`src/rtl/key_press_conditioner.sv`:
```
// Button conditioner: synchronises and debounces the active-low KEY_N and turns
// it into single-cycle press/release/long-press strobes plus a level and a count.
module key_press_conditioner #(
    parameter int DEBOUNCE_CYCLES = 250000,
    parameter int LONG_CYCLES     = 50000000,
    parameter int CNT_W           = 26
) (
    input  logic       CLOCK_50,
    input  logic       RESET,
    input  logic       KEY_N,
    output logic       press_pulse,
    output logic       release_pulse,
    output logic       long_pulse,
    output logic       key_level,
    output logic [7:0] press_count
);

    typedef enum logic [1:0] {RELEASED, PRESS_CHK, PRESSED, REL_CHK} state_t;

    localparam logic [CNT_W-1:0] DB_LAST   = CNT_W'(DEBOUNCE_CYCLES - 1);
    localparam logic [CNT_W-1:0] LONG_LAST = CNT_W'(LONG_CYCLES - 1);
    localparam logic [CNT_W-1:0] CNT_ONE   = CNT_W'(1);

    logic             sync_a, s;
    state_t           state, state_nx;
    logic [CNT_W-1:0] dcnt, dcnt_nx;
    logic [CNT_W-1:0] lcnt, lcnt_nx;
    logic             long_done, long_done_nx;
    logic             press_nx, release_nx, long_nx, level_nx;
    logic [7:0]       count_nx;

    // Sync flops reset to the released level so a held key after reset is seen as a fresh press.
    always_ff @(posedge CLOCK_50 or posedge RESET) begin
        if (RESET) begin
            sync_a        <= 1'b1;
            s             <= 1'b1;
            state         <= RELEASED;
            dcnt          <= '0;
            lcnt          <= '0;
            long_done     <= 1'b0;
            press_pulse   <= 1'b0;
            release_pulse <= 1'b0;
            long_pulse    <= 1'b0;
            key_level     <= 1'b0;
            press_count   <= '0;
        end else begin
            sync_a        <= KEY_N;
            s             <= sync_a;
            state         <= state_nx;
            dcnt          <= dcnt_nx;
            lcnt          <= lcnt_nx;
            long_done     <= long_done_nx;
            press_pulse   <= press_nx;
            release_pulse <= release_nx;
            long_pulse    <= long_nx;
            key_level     <= level_nx;
            press_count   <= count_nx;
        end
    end

    always_comb begin
        state_nx     = state;
        dcnt_nx      = dcnt;
        lcnt_nx      = lcnt;
        long_done_nx = long_done;
        press_nx     = 1'b0;
        release_nx   = 1'b0;
        long_nx      = 1'b0;
        level_nx     = key_level;
        count_nx     = press_count;
        case (state)
            RELEASED: begin
                if (!s) begin
                    state_nx = PRESS_CHK;
                    dcnt_nx  = '0;
                end
            end
            PRESS_CHK: begin
                if (s) begin
                    state_nx = RELEASED;
                    dcnt_nx  = '0;
                end else if (dcnt == DB_LAST) begin
                    state_nx     = PRESSED;
                    press_nx     = 1'b1;
                    level_nx     = 1'b1;
                    count_nx     = press_count + 8'd1;
                    lcnt_nx      = '0;
                    long_done_nx = 1'b0;
                end else begin
                    dcnt_nx = dcnt + CNT_ONE;
                end
            end
            PRESSED: begin
                // The long-press check runs even on the edge that leaves for REL_CHK.
                if (!long_done) begin
                    if (lcnt == LONG_LAST) begin
                        long_nx      = 1'b1;
                        long_done_nx = 1'b1;
                    end else begin
                        lcnt_nx = lcnt + CNT_ONE;
                    end
                end
                if (s) begin
                    state_nx = REL_CHK;
                    dcnt_nx  = '0;
                end
            end
            REL_CHK: begin
                if (!s) begin
                    state_nx = PRESSED;
                end else if (dcnt == DB_LAST) begin
                    state_nx   = RELEASED;
                    release_nx = 1'b1;
                    level_nx   = 1'b0;
                end else begin
                    dcnt_nx = dcnt + CNT_ONE;
                end
            end
            default: state_nx = RELEASED;
        endcase
    end

endmodule

```
`config.mk`:
```
export PLATFORM = sky130hd
export DESIGN_NAME = key_press_conditioner
export DESIGN_NICKNAME = d
export VERILOG_FILES = /design/src/rtl/key_press_conditioner.sv
export SDC_FILE = /design/constraint.sdc
export NUM_CORES = 1
export LEC_CHECK = 0
export CORE_MARGIN = 5
export CORE_UTILIZATION = 60
export DETAILED_ROUTE_END_ITERATION = 12
export PLACE_DENSITY = 0.79
export SYNTH_ARGS = -nofsm -noshare
export SYNTH_HDL_FRONTEND = slang
export SYNTH_SLANG_ARGS = --single-unit
```
`constraint.sdc`:
```
create_clock -name CLOCK_50 -period 2.75 [get_ports CLOCK_50]
set_input_delay 0.275 -clock CLOCK_50 [delete_from_list [all_inputs] [get_ports CLOCK_50]]
set_output_delay 0.275 -clock CLOCK_50 [all_outputs]
set_load 0.02 [all_outputs]
```
== Word level (Yosys, flattened, before mapping) ==
Cells that the tools add are included.
Widths: inputs -> output; s select.

* Add/subtract/negate cells: 3
* Bitwise gates (word level): 1
* Reduce and logical (&&, ||, !) cells: 9
* Muxes and demuxes: 34
* Eq/ne operators: 15

{| class="wikitable"
|+ Operators with widths
! kind !! number
|-
| $mux 26 || 9
|-
| $pmux 26 s4 || 1
|-
| $add 26x1->26 const B || 2
|-
| $pmux 26 s2 || 1
|-
| $eq 26x18->1 const B || 1
|-
| $eq 26x26->1 const B || 1
|-
| $ne 2x2->1 const B || 8
|-
| $mux 1 || 14
|-
| $mux 2 || 6
|-
| $reduce_and 5->1 || 2
|-
| $reduce_and 3->1 || 3
|-
| $add 8x1->8 const B || 1
|-
| $pmux 2 s4 || 1
|-
| $ne 3x3->1 const B || 2
|-
| $eq 2x2->1 const B || 2
|-
| $pmux 1 s2 || 2
|-
| $reduce_and 4->1 || 1
|-
| $reduce_bool 2->1 || 2
|-
| $eq 2x1->1 const B || 1
|-
| $logic_not 2->1 || 1
|-
| $not 1->1 || 1
|}

* Output and inout port bits: 12
* Flip-flop bits (word level): 69

== Depth between registers and ports, before layout ==
Gate-level depths: netlist of the first run.

* Depth after elaboration: 4
* Gate-level depth with buffers: 8

== Worst setup path before layout of the first run ==
Ideal clock, no wire load.

* Path type: reg2reg
* From: register dcnt[23]
* To: register lcnt[11]
* Path buffers: 0
* Data required time: 2.626 ns
* Cell stages (with the launch flop): 6
* Path slack: 0.634 ns
* Clock period less this slack: 2.116 ns
* Library setup time: 0.124 ns
* Arrival time: 1.992 ns
* Cell sequence: dfrtp_1 > or4b_1 > or3_4 > nor3_4 > nor2_2 > a211o_1

* Longest elaborated chain between the ends: 3

{| class="wikitable"
|+ RTL lines
! what !! line !! source
|-
| start: declaration || 26 || <nowiki>logic [CNT_W-1:0] dcnt, dcnt_nx;</nowiki>
|-
| start signal: assignment || 50 || <nowiki>dcnt <= dcnt_nx;</nowiki>
|-
| $eq 26x18->1 || 82 || <nowiki>end else if (dcnt == DB_LAST) begin</nowiki>
|-
| $ne 2x2->1 (no line) || - ||
|-
| $reduce_and 5->1 (no line) || - ||
|-
| end signal: assignment || 51 || <nowiki>lcnt <= lcnt_nx;</nowiki>
|-
| end: declaration || 27 || <nowiki>logic [CNT_W-1:0] lcnt, lcnt_nx;</nowiki>
|}

Every way passes these cells.
A chain may end at the register's enable or synchronous reset.

== Worst setup path in the final report of the first run ==
* From: register dcnt[19]
* To: register press_count[5]

* Longest elaborated chain between the ends: 2

{| class="wikitable"
|+ RTL lines
! what !! line !! source
|-
| $eq 26x18->1 || 82 ||
|-
| $reduce_and 3->1 (no line) || - ||
|-
| end signal: assignment || 57 || <nowiki>press_count <= count_nx;</nowiki>
|-
| end: declaration || 15 || <nowiki>output logic [7:0] press_count</nowiki>
|}

Every way passes these cells.

==> results of run 1 <==
==> worst max path at each step <==
stage                         from        endpoint  slack [ns]  cells past startpoint
after global routing      dcnt[19]  press_count[7]        0.15                      5
final                     dcnt[19]  press_count[5]        0.37                      5
after detailed placement  dcnt[19]  press_count[7]        0.38                      5
after floorplan           dcnt[23]        lcnt[11]        0.63                      5
after global placement     dcnt[5]  press_count[5]        0.42                      5
after CTS                 dcnt[19]  press_count[5]        0.37                      5
==> stage by stage <==
stage	power [W]	setup WS, ns
global placement	0.00112	0.419
global route	0.00210	0.149
detailed placement	0.00112	0.381
floorplan	0.00110	0.634
CTS	0.00205	0.367
finish	0.00203	0.371
==> area by class of cell <==
class / count / area [sq um] / area share (%)
multi-input cells: 294 / 1860 / 44.7
flip-flops and latches: 69 / 1730 / 41.5
repair buffers: 25 / 223 / 5.34
clock buffers: 14 / 193 / 4.62
well taps: 75 / 93.8 / 2.25
clock inverters: 2 / 37.5 / 0.901
inverters: 8 / 30.0 / 0.721
==> cell usage after synthesis, drive strengths merged (4+ instances only) <==
library cell / number / area [sq um]
nand4: 16 / 100
clkbuf: 6 / 22.5
nand3: 27 / 135
nand2: 36 / 135
xnor2: 10 / 87.6
dfrtp: 67 / 1680
and4: 10 / 87.6
a21oi: 30 / 150
nor4: 11 / 75.1
or3: 13 / 86.3
inv: 8 / 30.0
o31ai: 13 / 97.6
buf: 9 / 51.3
or4b: 5 / 50.1
or4: 17 / 128
o211ai: 4 / 30.0
nor3: 9 / 71.3
xor2: 4 / 35.0
nor2: 21 / 81.3
o21ai: 15 / 75.1
nand2b: 7 / 43.8
and3: 5 / 31.3
a31oi: 6 / 37.5
==> state kept, by name, indices dropped and copies added, names as in the netlist, named ones only <==
register       count
press_count        8
release_pulse      1
long_pulse         1
lcnt              26
dcnt              26
press_pulse        1
s                  1
sync_a             1
state              1
long_done          1
key_level          1
==> kinds of logic after synthesis <==
| logic type | synth area share, % |
|---|---|
| AND/OR/NAND/NOR | 29.0 |
| flip-flops | 46.8 |
| adder cells (fa/ha/maj) | 1.02 |
| XOR/XNOR | 3.32 |
| AO/OA/AOI/OAI | 16.0 |
| buffers and inverters | 2.81 |
| multiplexers | 1.12 |
==> routing by layer <==
metal	GRT usage (%)	wire (microns)	vias up
li1	-	-	1526
met1	29.1	3640	1599
met2	41.6	4340	81
met3	5.77	363	20
met4	11.4	231	0
met5	0	0	-
==> power groups by stage <==
stage          combinational [W]  sequential, W  clock [W]
4_1_cts                0.0000741        0.00103   0.000948
3_3_place_gp           0.0000709        0.00105          0
6_report               0.0000723        0.00103   0.000923
5_1_grt                0.0000826        0.00103   0.000987
3_5_place_dp           0.0000735        0.00105          0
2_1_floorplan          0.0000510        0.00105          0
==> worst max-delay path: cells and delay by family, from the launching register on <==
family | cells | cell delay (ns)
flops | 1 | 0.45
xor+xnor | 1 | 0.16
simple gates | 4 | 1.70
==> metrics.yaml, run 1 <==
status: "complete, no violations"
drtAntennaViolNets: 0
crit_path_cell_trace: "nor4_1 > nand4_1 > or4b_1 > nor3_2 > xor2_1"
rrSetupSlack_ns: 0.37
die_w_microns: 88.5
synth.distinct_cells: 53
cts_hold_buffers: 0
antenna_found_initial: 0
swShare_pct: 21.8
synth_edf_count: 0
fin_tns_setup_ns: 0
max_slew_margin_pct: 41.6
ys_seq_area_share_pct: 46.8
grt_pass1_wl_microns: 14700
power_density_mw_per_mm2: 486
htree_levels: 3
drv_slew: 0
drive_above_1_share_pct: 10.2
crit_required_ns: 3.02
synth_top_flop_cell: "dfrtp_1"
place_congestion: 0.875
clock_sinks: 69
comb_power_share_pct: 3.6
synth_cells: 386
nNetsFinal: 413
grt_setup_unrepaired: "false"
power_frac_seq_pct: 50.9
place_hpwl_microns: 5860
finalSetupViolCount: 0
worstPathArrival_ns: 2.65
grt_max_degree: 39
hold_path.class: "primary input to async pin"
cts_root_buf: "clkbuf_8"
placed_cells: 471
cts_setup_buffers: 0
diodes: 0
syn_nets: 392
core_sq_mm: 0.00596
grt_overflow: 0
cts_resized: 0
r2r_start: "dcnt[19]"
synth_seq_cells: 69
worstMarginPinSlew_ns: 0.852
placed_cell_area_sq_mm: 0.00394
wl_per_cell_microns: 17.6
clkPwrFrac_pct: 45.6
cap_violations: 0
critical_path_peak_fanout: 8
area_delta_synth_final_pct: 12.8
clock_skew_ns: 0.0116
postLayoutCellArea_sq_mm: 0.00417
finalHoldViolCount: 0
cts_buffer_depth: 2
p_sw_w: 0.000443
max-vdd-ir-drop_mv: 0.330
dieArea_sq_mm: 0.00783
drt-total-wl_microns: 8570
tritoncts: "built"
viasPerCell: 6.62
yosys_warnings: 0
syn_avg_cell_area_sq_um: 9.57
grt_pass1_vias: 3146
postLayoutCoreUtil_pct: 70.0
clk_latency_ns: 0.34
period_needed_ns: 2.38
die_h_microns: 88.5
start_kind: "register"
mostFrequentLayoutCell: "dfrtp_1"
crit_path_end_kind: "register"
period_share_pct: 86.5
power.static_leakage_nw: 1.72
n_fill_cell: 483
final_cell_mix: "dfrtp_1, nand2_1, a21oi_1"
firstDrtPassIters: 4
whs_ns: 0.343
ios: 15
drc: 0
instances_no_fill: 487
path_clk_slew_ns: 0.08
power.internal_w: 0.00158
drt_iter0_markers: 168
clock.fmax_mhz: 420
worst_r2r_path_depth: 5
start_util_pct: 62.0
async_reset_ff_share_pct: 100
reg2reg_to: "press_count[5]"
grt_use_total_pct: 24.4
numCtsBuffers: 9
rows: 28
vias: 3226
worst-setup-path-type: "register to register"
slowest_delay_ns: 0.76
critPathSlowestCell: "or4b_1"
synth_area_sq_mm: 0.00369
io_buffers: 14
Power figures use the tool's default switching activity.
==> run 2, diff against run 1 <==
--- a/config.mk
+++ b/config.mk
@@ -5,10 +5,13 @@
 export SDC_FILE = /design/constraint.sdc
 export NUM_CORES = 1
 export LEC_CHECK = 0
+export ABC_AREA = 1
+export CORE_ASPECT_RATIO = 0.8
 export CORE_MARGIN = 5
 export CORE_UTILIZATION = 60
 export DETAILED_ROUTE_END_ITERATION = 12
-export PLACE_DENSITY = 0.79
+export PLACE_DENSITY = 0.78
+export SLEW_MARGIN = 10
 export SYNTH_ARGS = -nofsm -noshare
 export SYNTH_HDL_FRONTEND = slang
 export SYNTH_SLANG_ARGS = --single-unit
==> run 2 against run 1 <==
Design area up 15%; first-iteration DRC count up 140%; non-clock buffer count fell by 5; count of clock-buffer cells in the layout fell by 4; routed wire length grew 30%; fmax is 9.6% higher; power shrank 5.8%; critical path depth grew 7; register-to-register slack better by 0.21 ns; global-route usage rose by 1.4 points; critical path type unchanged.
==> metrics.yaml, run 2 <==
finalHoldViolCount: 0  # unchanged
start_util_pct: 60.6  # -1.4 points
synthXorXnorAreaFrac_pct: 4.16  # +0.84 points
wl_per_cell_microns: 14.6  # -17%
htree_levels: 3  # unchanged
worst-setup-path-type: "register to register"
finalSetupViolCount: 0  # unchanged
drive_above_1_share_pct: 6.97  # -3.2 points
worst_r2r_path_depth: 12  # +7
grt_max_degree: 44  # +13%
io_buffers: 14  # unchanged
drt_iter0_markers: 407  # +140%
mostFrequentLayoutCell: "nand2_1"
synth_cells: 651  # +69%
antenna_found_initial: 0  # unchanged
final_cell_mix: "nand2_1, nor2_1, inv_1"
reg_top3: "dcnt (26), lcnt (26), press_count (8)"
synth_area_leaders: "dfrtp_1, nand2_1, nor2_1, inv_1, nand3_1"
tritoncts: "built"
vias: 4355  # +35%
core_sq_mm: 0.00729  # +22%
max-vdd-ir-drop_mv: 0.332  # +0.61%
rrSetupSlack_ns: 0.58  # +0.21 ns
postLayoutCellArea_sq_mm: 0.00480  # +15%
synth_edf_count: 0  # unchanged
synth_seq_cells: 69  # unchanged
grt_pass1_wl_microns: 18900  # +29%
path_clk_slew_ns: 0.09  # about the same
ys_seq_area_share_pct: 39.1  # -7.7 points
grt_overflow: 0  # unchanged
nNetsFinal: 675  # +63%
numCtsBuffers: 9  # unchanged
area_delta_synth_final_pct: 8.58
dieArea_sq_mm: 0.00919  # +17%
yosysTopAreaCell: "dfrtp_1"
drtAntennaViolNets: 0  # unchanged
synth.most_common_cell: "nand2_1"
cts_buffer_depth: 2  # unchanged
syn_nets: 657  # +68%
clock.fmax_mhz: 461  # +9.6%
yosys_warnings: 0  # unchanged
synth.distinct_cells: 34  # -36%
worstMarginPinSlew_ns: 0.460  # -0.392 ns
period_share_pct: 78.9  # -7.6 points
yosys-mux-area-fraction_pct: 0  # -1.1 points
cts_hold_buffers: 0  # unchanged
r2r_start: "lcnt[0]"
crit_required_ns: 2.99  # -0.03 ns
clock_skew_ns: 0.0121  # +0.000503 ns
yosys.area_share.adder_pct: 0.849  # -0.17 points
cap_violations: 0  # unchanged
rows: 28  # unchanged
grt_pass1_vias: 3936  # +25%
cts_resized: 0  # unchanged
synth_top_family_by_area: "simple AND/OR/NAND/NOR gates"
synth_area_sq_mm: 0.00442  # +20%
synth_top_flop_cell: "dfrtp_1"
viasPerCell: 5.70  # -14%
critical_path_peak_fanout: 43  # +35
n_fill_cell: 661  # +37%
grt_setup_unrepaired: "false"
reg2reg_to: "lcnt[13]"
period_needed_ns: 2.17  # -0.208 ns
ios: 15  # unchanged
drv_slew: 0  # unchanged
cts_root_buf: "clkbuf_8"
clk_latency_ns: 0.36  # +0.02 ns
firstDrtPassIters: 7  # +3
start_kind: "register"
diodes: 0  # unchanged
drt-total-wl_microns: 11200  # +30%
power_density_mw_per_mm2: 398  # -18%
yosys-top-cells-count: "nand2_1, nor2_1, inv_1"
syn_avg_cell_area_sq_um: 6.79  # -29%
die_w_microns: 106  # +20%
async_reset_ff_share_pct: 100  # unchanged
placed_cell_area_sq_mm: 0.00461  # +17%
die_h_microns: 86.8  # -1.9%
hold_path.class: "primary input to async pin"
power.static_leakage_nw: 2.07  # +20%
grt_use_total_pct: 25.8  # +1.4 points
max_slew_margin_pct: 69.3  # +28 points
postLayoutCoreUtil_pct: 65.8  # -4.1 points
clock_sinks: 69  # unchanged
worstPathArrival_ns: 2.42  # -0.23 ns
place_congestion: 1.05  # +20%
status: "complete, no violations"
yosys.area_share.simple_pct: 40.0  # +11 points
cts_setup_buffers: 0  # unchanged
drc: 0  # unchanged
place_hpwl_microns: 8380  # +43%
fin_tns_setup_ns: 0  # unchanged
synth-compound-area-share_pct: 6.65  # -9.3 points
synth_top_cell_area_share_pct: 37.9  # -7.4 points
crit_path_end_kind: "register"
run 2: cell types whose count changed after synthesis, moves of 24 or more:
cell	previous run	this run
nand2_1	36	205
nor2_1	20	96
inv_1	8	72
a21oi_1	30	3
nand3_1	27	51
run 2: critical path: stages (launching register included):
cell and delay [ns]:
dfrtp_1 0.44, ha_1 0.27, nand2_1 0.07, inv_1 0.11, nand2_1 0.12, nor2_1 0.11
nand3_1 0.11, nand2_1 0.08, nand2_1 0.08, nand2_4 0.33, inv_2 0.18, nand2_1 0.10
nand2_1 0.05
run 2: layout make-up:
type	instances	area [sq um]	area share (%)
Tap cell	90	113	2.35
Sequential cell	69	1730	36.0
Clock buffer	10	138	2.87
Timing Repair Buffer	20	185	3.86
Clock inverter	6	51.3	1.07
Multi-Input combinational cell	489	2280	47.6
Inverter	80	300	6.26
run 2: logic make-up (layout without fill, tap and decap cells):
family	after synthesis	count (layout)
compound gates	52	52
xor+xnor	21	21
fa+ha+maj	3	3
buf+inv	93	116
flops	69	69
simple gates	413	413
run 2: how the worst max path moves through the flow:
stage               startpoint        end  slack [ns]  cells after the start
floorplan                RESET  async pin        0.74                      1
global placement       lcnt[0]    lcnt[9]        0.71                     12
detailed placement     lcnt[0]    lcnt[8]        0.60                     12
CTS                    lcnt[0]   lcnt[13]        0.58                     12
global route           lcnt[0]   lcnt[11]        0.26                     12
finish                 lcnt[0]   lcnt[13]        0.58                     12
run 2: routing by layer:
| metal | vias to the layer above | track usage (%) | routed length [microns] |
|---|---|---|---|
| li1 | 2111 | - | - |
| met1 | 1979 | 39.2 | 5410 |
| met4 | 0 | 8.47 | 155 |
| met3 | 20 | 6.18 | 1130 |
| met5 | - | 0 | 0 |
| met2 | 245 | 35.9 | 4460 |
run 2: power breakdown:
part	leakage (nW)	internal, W	switching (W)
clock network	0.0943	0.000366	0.000443
logic	1.02	0.0000167	0.0000539
registers	0.953	0.00102	0.00000861
run 2: stage by stage:
stage                     power, W  worst slack (ns)  hold WS, ns  std cells
after detailed placement   0.00112             0.601        0.355        748
after global routing       0.00198             0.262        0.271        764
final                      0.00191             0.579        0.243        764
after floorplan            0.00110             0.738        0.279        651
after CTS                  0.00192             0.581        0.248        764
after global placement     0.00112             0.711        0.345        748
==> run 3, diff against run 2 <==
==> constraint.sdc (replaced) <==
create_clock -name CLOCK_50 -period 2.1 [get_ports CLOCK_50]
set_input_delay 0.21 -clock CLOCK_50 [delete_from_list [all_inputs] [get_ports CLOCK_50]]
set_output_delay 0.21 -clock CLOCK_50 [all_outputs]
set_load 0.02 [all_outputs]
==> run 3 against run 2 <==
Global-route usage rose by 0.17 points; power is 40% higher; fmax rose by 9.7%; design area increased by 3.2%; die area did not move; via count up 0.18%; routed wire length increased by 2.5%; register-to-register slack lost 0.46 ns; flip-flop and latch count stayed put; sequential power up 31%; worst hold slack worse by 0.077 ns.
==> metrics.yaml, run 3 (synthesis gave the netlist of run 2 again) <==
status: "complete, no violations"
drc: 0  # unchanged
grt_max_degree: 52  # +18%
power_density_mw_per_mm2: 540  # +36%
die_h_microns: 86.8  # unchanged
whs_ns: 0.166  # -0.0766 ns
drtAntennaViolNets: 0  # unchanged
wl_per_cell_microns: 14.8  # +1.1%
ios: 15  # unchanged
grt_use_total_pct: 25.9  # +0.17 points
postLayoutCoreUtil_pct: 68.0  # +2.1 points
worstPathArrival_ns: 2.25  # -0.17 ns
dieArea_sq_mm: 0.00919  # unchanged
drt_iter0_markers: 566  # +39%
vias: 4363  # +0.18%
crit_required_ns: 2.37  # -0.62 ns
worstMarginPinSlew_ns: 0.495  # +0.0350 ns
clock_skew_ns: 0.00627  # -0.00579 ns
area_delta_synth_final_pct: 12.1
grt_pass1_wl_microns: 18900  # -0.11%
clock.fmax_mhz: 506  # +9.7%
crit_path_end_kind: "register"
diodes: 0  # unchanged
numCtsBuffers: 9  # unchanged
max-vdd-ir-drop_mv: 0.452  # +36%
start_kind: "register"
drive_above_1_share_pct: 8.77  # +1.8 points
nNetsFinal: 685  # +1.5%
period_needed_ns: 1.98  # -0.193 ns
final_cell_mix: "nand2_1, nor2_1, inv_1"
place_hpwl_microns: 8350  # -0.39%
cts_buffer_depth: 2  # unchanged
grt_overflow: 0  # unchanged
cap_violations: 0  # unchanged
max_slew_margin_pct: 66.8  # -2.5 points
die_w_microns: 106  # unchanged
start_util_pct: 60.6  # unchanged
critical_path_peak_fanout: 28  # -35%
finalHoldViolCount: 0  # unchanged
core_sq_mm: 0.00729  # unchanged
drt-total-wl_microns: 11400  # +2.5%
grt_pass1_vias: 3921  # -0.38%
io_buffers: 14  # unchanged
hold_path.class: "primary input to async pin"
antenna_found_initial: 0  # unchanged
clk_latency_ns: 0.34  # -0.02 ns
reg_top3: "dcnt (26), lcnt (26), press_count (8)"
cts_root_buf: "clkbuf_8"
power.static_leakage_nw: 2.15  # +3.8%
drv_slew: 0  # unchanged
firstDrtPassIters: 5  # -2
cts_hold_buffers: 0  # unchanged
clock_sinks: 69  # unchanged
worst-setup-path-type: "register to register"
finalSetupViolCount: 0  # unchanged
period_share_pct: 94.2  # +15 points
tritoncts: "built"
place_congestion: 0.949  # -9.6%
mostFrequentLayoutCell: "nand2_1"
htree_levels: 3  # unchanged
path_clk_slew_ns: 0.08  # about the same
fin_tns_setup_ns: 0  # unchanged
rows: 28  # unchanged
viasPerCell: 5.64  # -1.1%
[run 3: routing by layer]
metal,global-route usage [%],part of all wire (%),vias up
li1,-,-,2131
met1,38.9,47,1979
met2,38.5,41,225
met3,6.25,11,28
met4,5.06,1.4,0
met5,0,0,-
[run 3: cell type report]
class	count	area, sq um
fill	652	2330
multi-input combinational	489	2290
clock inverter	6	86.3
clock buffer	10	138
inverter	80	300
sequential	69	1730
tap	90	113
timing repair buffer	30	298
[run 3: stage by stage]
stage,instance area (sq um),worst slack [ns],power (W),std cells
finish,4950,0.122,0.00268,774
global route,4950,-0.0727,0.00278,774
CTS,4920,0.135,0.00271,772
detailed placement,4690,0.147,0.00147,756
global placement,4690,0.215,0.00147,756
floorplan,4420,0.153,0.00144,651
[run 3: path summary, 6_finish.rpt]
| path | start | end | slack, ns | cells after the start |
|---|---|---|---|---|
| min reg2reg | sync_a | s | 0.36 | 0 |
| max | lcnt[1] | lcnt[21] | 0.12 | 12 |
| min | RESET | press_count[0] | 0.17 | 2 |
| max in group asynchronous | RESET | s | 1.28 | 3 |
| max reg2reg | lcnt[1] | lcnt[21] | 0.12 | 12 |
| min in group CLOCK_50 | KEY_N | sync_a | 0.28 | 1 |
[run 3: repair_timing]
action                                  4_1_cts  5_1_grt
resized for setup                             0        3
hold endpoints to repair                      0        0
endpoints found under the setup margin        0       24
buffers inserted                              0        2
[run 3: worst max-delay path, stage by stage (launching register included)]
cell and delay, ns:
dfrtp_1 0.41, ha_2 0.25, nand2_1 0.06, inv_1 0.11
nand2_1 0.12, nor2_1 0.16, nand3_1 0.17, nand2_1 0.10
nand2_1 0.08, nand2_4 0.13, buf_12 0.18, nand2_1 0.06
o21ai_1 0.07
[run 3: where the power goes]
group / internal, W / switching (W) / total, W
registers: 0.00134 / 0.00000817 / 0.00135
logic: 0.0000258 / 0.0000731 / 0.0000989
clock network: 0.000699 / 0.000532 / 0.00123
total: 0.00206 / 0.000613 / 0.00268
==> RTL change, RTL diff (flow settings as in run 3) <==
The 4 states of `state_t` get a one-hot encoding in 4 bits.
--- a/src/rtl/key_press_conditioner.sv
+++ b/src/rtl/key_press_conditioner.sv
@@ -17,3 +17,3 @@
 
-    typedef enum logic [1:0] {RELEASED, PRESS_CHK, PRESSED, REL_CHK} state_t;
+    typedef enum logic [3:0] {RELEASED = 4'b0001, PRESS_CHK = 4'b0010, PRESSED = 4'b0100, REL_CHK = 4'b1000} state_t;
 
Behaviour: no difference found for any inputs over 10 cycles, from zero or initial values and one cycle with RESET high; not proved beyond that.
==> RTL change against run 3 <==
Hold slack worse by 0.023 ns; core utilization is 1.9 points higher; die area is 6.5% higher; wire length is 16% higher; setup slack better by 0.032 ns; cell area is 10% higher; fmax is 1.6% higher; synthesized cell count is 12% higher; count of clock-buffer cells in the layout is 1 higher; sequential cell count is 2 higher; synthesized area is 7.3% higher.
Power is not compared: it rests on default switching activity, and its combinational part moved more than twofold at a synthesized area within 25%.
==> RTL change: results (changes against run 3) <==
| Metric | Value |
|---|---|
| Status | `completed (unchanged)` |
| Placer Congestion | `0.971 (was 0.949)` |
| Net count, final | `771 (was 685)` |
| Syn nets | `735 (was 657)` |
| Root Buffer | `clkbuf_8 (unchanged)` |
| Pin count of the biggest net entering global routing | `60 (was 52)` |
| Max clock buf depth | `2 (unchanged)` |
| I/O Buffers | `14 (unchanged)` |
| Reg-to-reg startpoint | `dcnt[1] (was lcnt[1])` |
| Static leakage | `between 2 and 2.5 nW` |
| R2R cell count | `12 (unchanged)` |
| CTS clk-pin slew, worst paths | `0.08 ns (about the same)` |
| HPWL after DPL | `9920 um (was 8350 um)` |
| Reg-to-reg slack, setup | `0.15 ns (was 0.12 ns)` |
| CP max FO | `13 (was 28)` |
| Worst skew pair latency | `around 0.35 ns` |
| Worst slack, placed | `0.0467 ns (was 0.147 ns)` |
| Slew headroom | `73.1% (was 66.8%)` |
| Power Internal | `0.00281 W` |
| First DRT Iteration DRCs | `578 (was 566)` |
| Fin Clk Skew | `0.00989 ns (was 0.00627 ns)` |
| CP arrival | `2.23 ns (was 2.25 ns)` |
| Initial antenna violation count | `0 (unchanged)` |
| Gr usage total | `28.4% (was 25.9%)` |
| Largest registers | `dcnt: 26 flops, lcnt: 26 flops, press_count: 8 flops (unchanged)` |
| ANT cells | `0 (unchanged)` |
| Cts bufs inserted | `9 (unchanged)` |
| Count of unique library cells instantiated by Yosys | `31 (was 34)` |
| Vias in the first global route | `4321 (was 3921)` |
| Synth Warn # | `0 (unchanged)` |
| Top post-synthesis cells by area | `dfrtp_1, nand2_1, nor2_1 (unchanged)` |
| First-pass GRT wire length | `21400 um (was 18900 um)` |
| Routed wire per std cell | `15.1 um (was 14.8 um)` |
| First-pass DRT Iterations | `6 (was 5)` |
| Post-synth EDFFs | `0 (unchanged)` |
| Sequential area share after synthesis | `37.5% (was 39.1%)` |
| Final period util | `92.7% (was 94.2%)` |
| Top FF cell, synth | `dfrtp_1 (unchanged)` |
| Commonest cells post-synth | `nand2_1, nor2_1, dfrtp_1 (was nand2_1, nor2_1, inv_1)` |
| Share of layout cells above drive strength 1 | `9.09% (was 8.77%)` |
| Vias after detailed routing | `4930 (was 4363)` |
| Reg2reg end | `lcnt[0] (was lcnt[21])` |
| H-tree depth | `3 (unchanged)` |
[RTL change: cell count changes after synthesis, sizes merged, moves of 10 or more]
cell	delta
o21ai	-16
a21oi	+10
nor2	+48
inv	-14
nor3	+10
nand2	+48
[RTL change: kinds of logic (layout without fill, tap and decap cells)]
group | Yosys count | count (layout) | synth area share, %
DFF | 71 | 71 | 37.5
adders and majority gates | 3 | 3 | 0.792
buffers and inverters | 78 | 118 | 6.68
xor gates and xnor gates | 20 | 20 | 3.69
and+or+nand+nor | 515 | 516 | 46.4
AOI/OAI and AO/OA | 42 | 42 | 4.86
[RTL change: critical path, cell delays in order (launching register included)]
cell	delay, ns
dfrtp_1	0.42
ha_1	0.19
inv_1	0.10
nor2_4	0.21
nand3_2	0.12
nor2_4	0.13
nand2_4	0.10
nor2_8	0.12
nor2_4	0.08
nor2_4	0.13
buf_12	0.15
nand2_1	0.07
nand2_1	0.07
[RTL change: worst max path at each step]
stage                        start       end
after CTS                 state[1]   dcnt[2]
after detailed placement  state[1]   dcnt[2]
final                      dcnt[1]   lcnt[0]
after global placement     dcnt[1]  lcnt[10]
after floorplan              RESET   dcnt[0]
after global routing       dcnt[1]  lcnt[14]
[RTL change: power groups by stage]
stage	sequential [W]	combinational (W)	clock (W)
detailed placement	0.00155	0.00131	0
global route	0.00154	0.00150	0.00154
finish	0.00153	0.00138	0.00147
floorplan	0.00153	0.000847	0
global placement	0.00154	0.00127	0
CTS	0.00152	0.00132	0.00149
[RTL change: cell type report]
class / count / area, sq um
Clock buffer: 11 / 141
Clock inverter: 5 / 129
Fill cell: 696 / 2350
Inverter: 66 / 248
Multi-Input combinational cell: 581 / 2680
Sequential cell: 71 / 1780
Tap cell: 108 / 135
Timing Repair Buffer: 36 / 343
[RTL change: through the flow]
stage	setup TNS, ns	instances	area (sq um)	hold WS, ns
after global placement	0	860	5130	0.347
after global routing	-0.00261	878	5450	0.160
after detailed placement	0	860	5130	0.349
after floorplan	0	729	4740	0.214
final	0	878	5450	0.143
after CTS	0	876	5400	0.141
[RTL change: routing by layer]
metal	part of all wire, %	wire length [um]	track usage (%)
met5	0	0	0
met4	1.2	161	6.46
met3	12	1590	7.15
met2	39	5210	38.6
met1	47	6270	44.7
[RTL change: repair_timing]
action                                 CTS  global route
buffers inserted                         0             1
gates resized for setup                  0             6
setup endpoints to repair                0            46
endpoints found under the hold margin    0             0
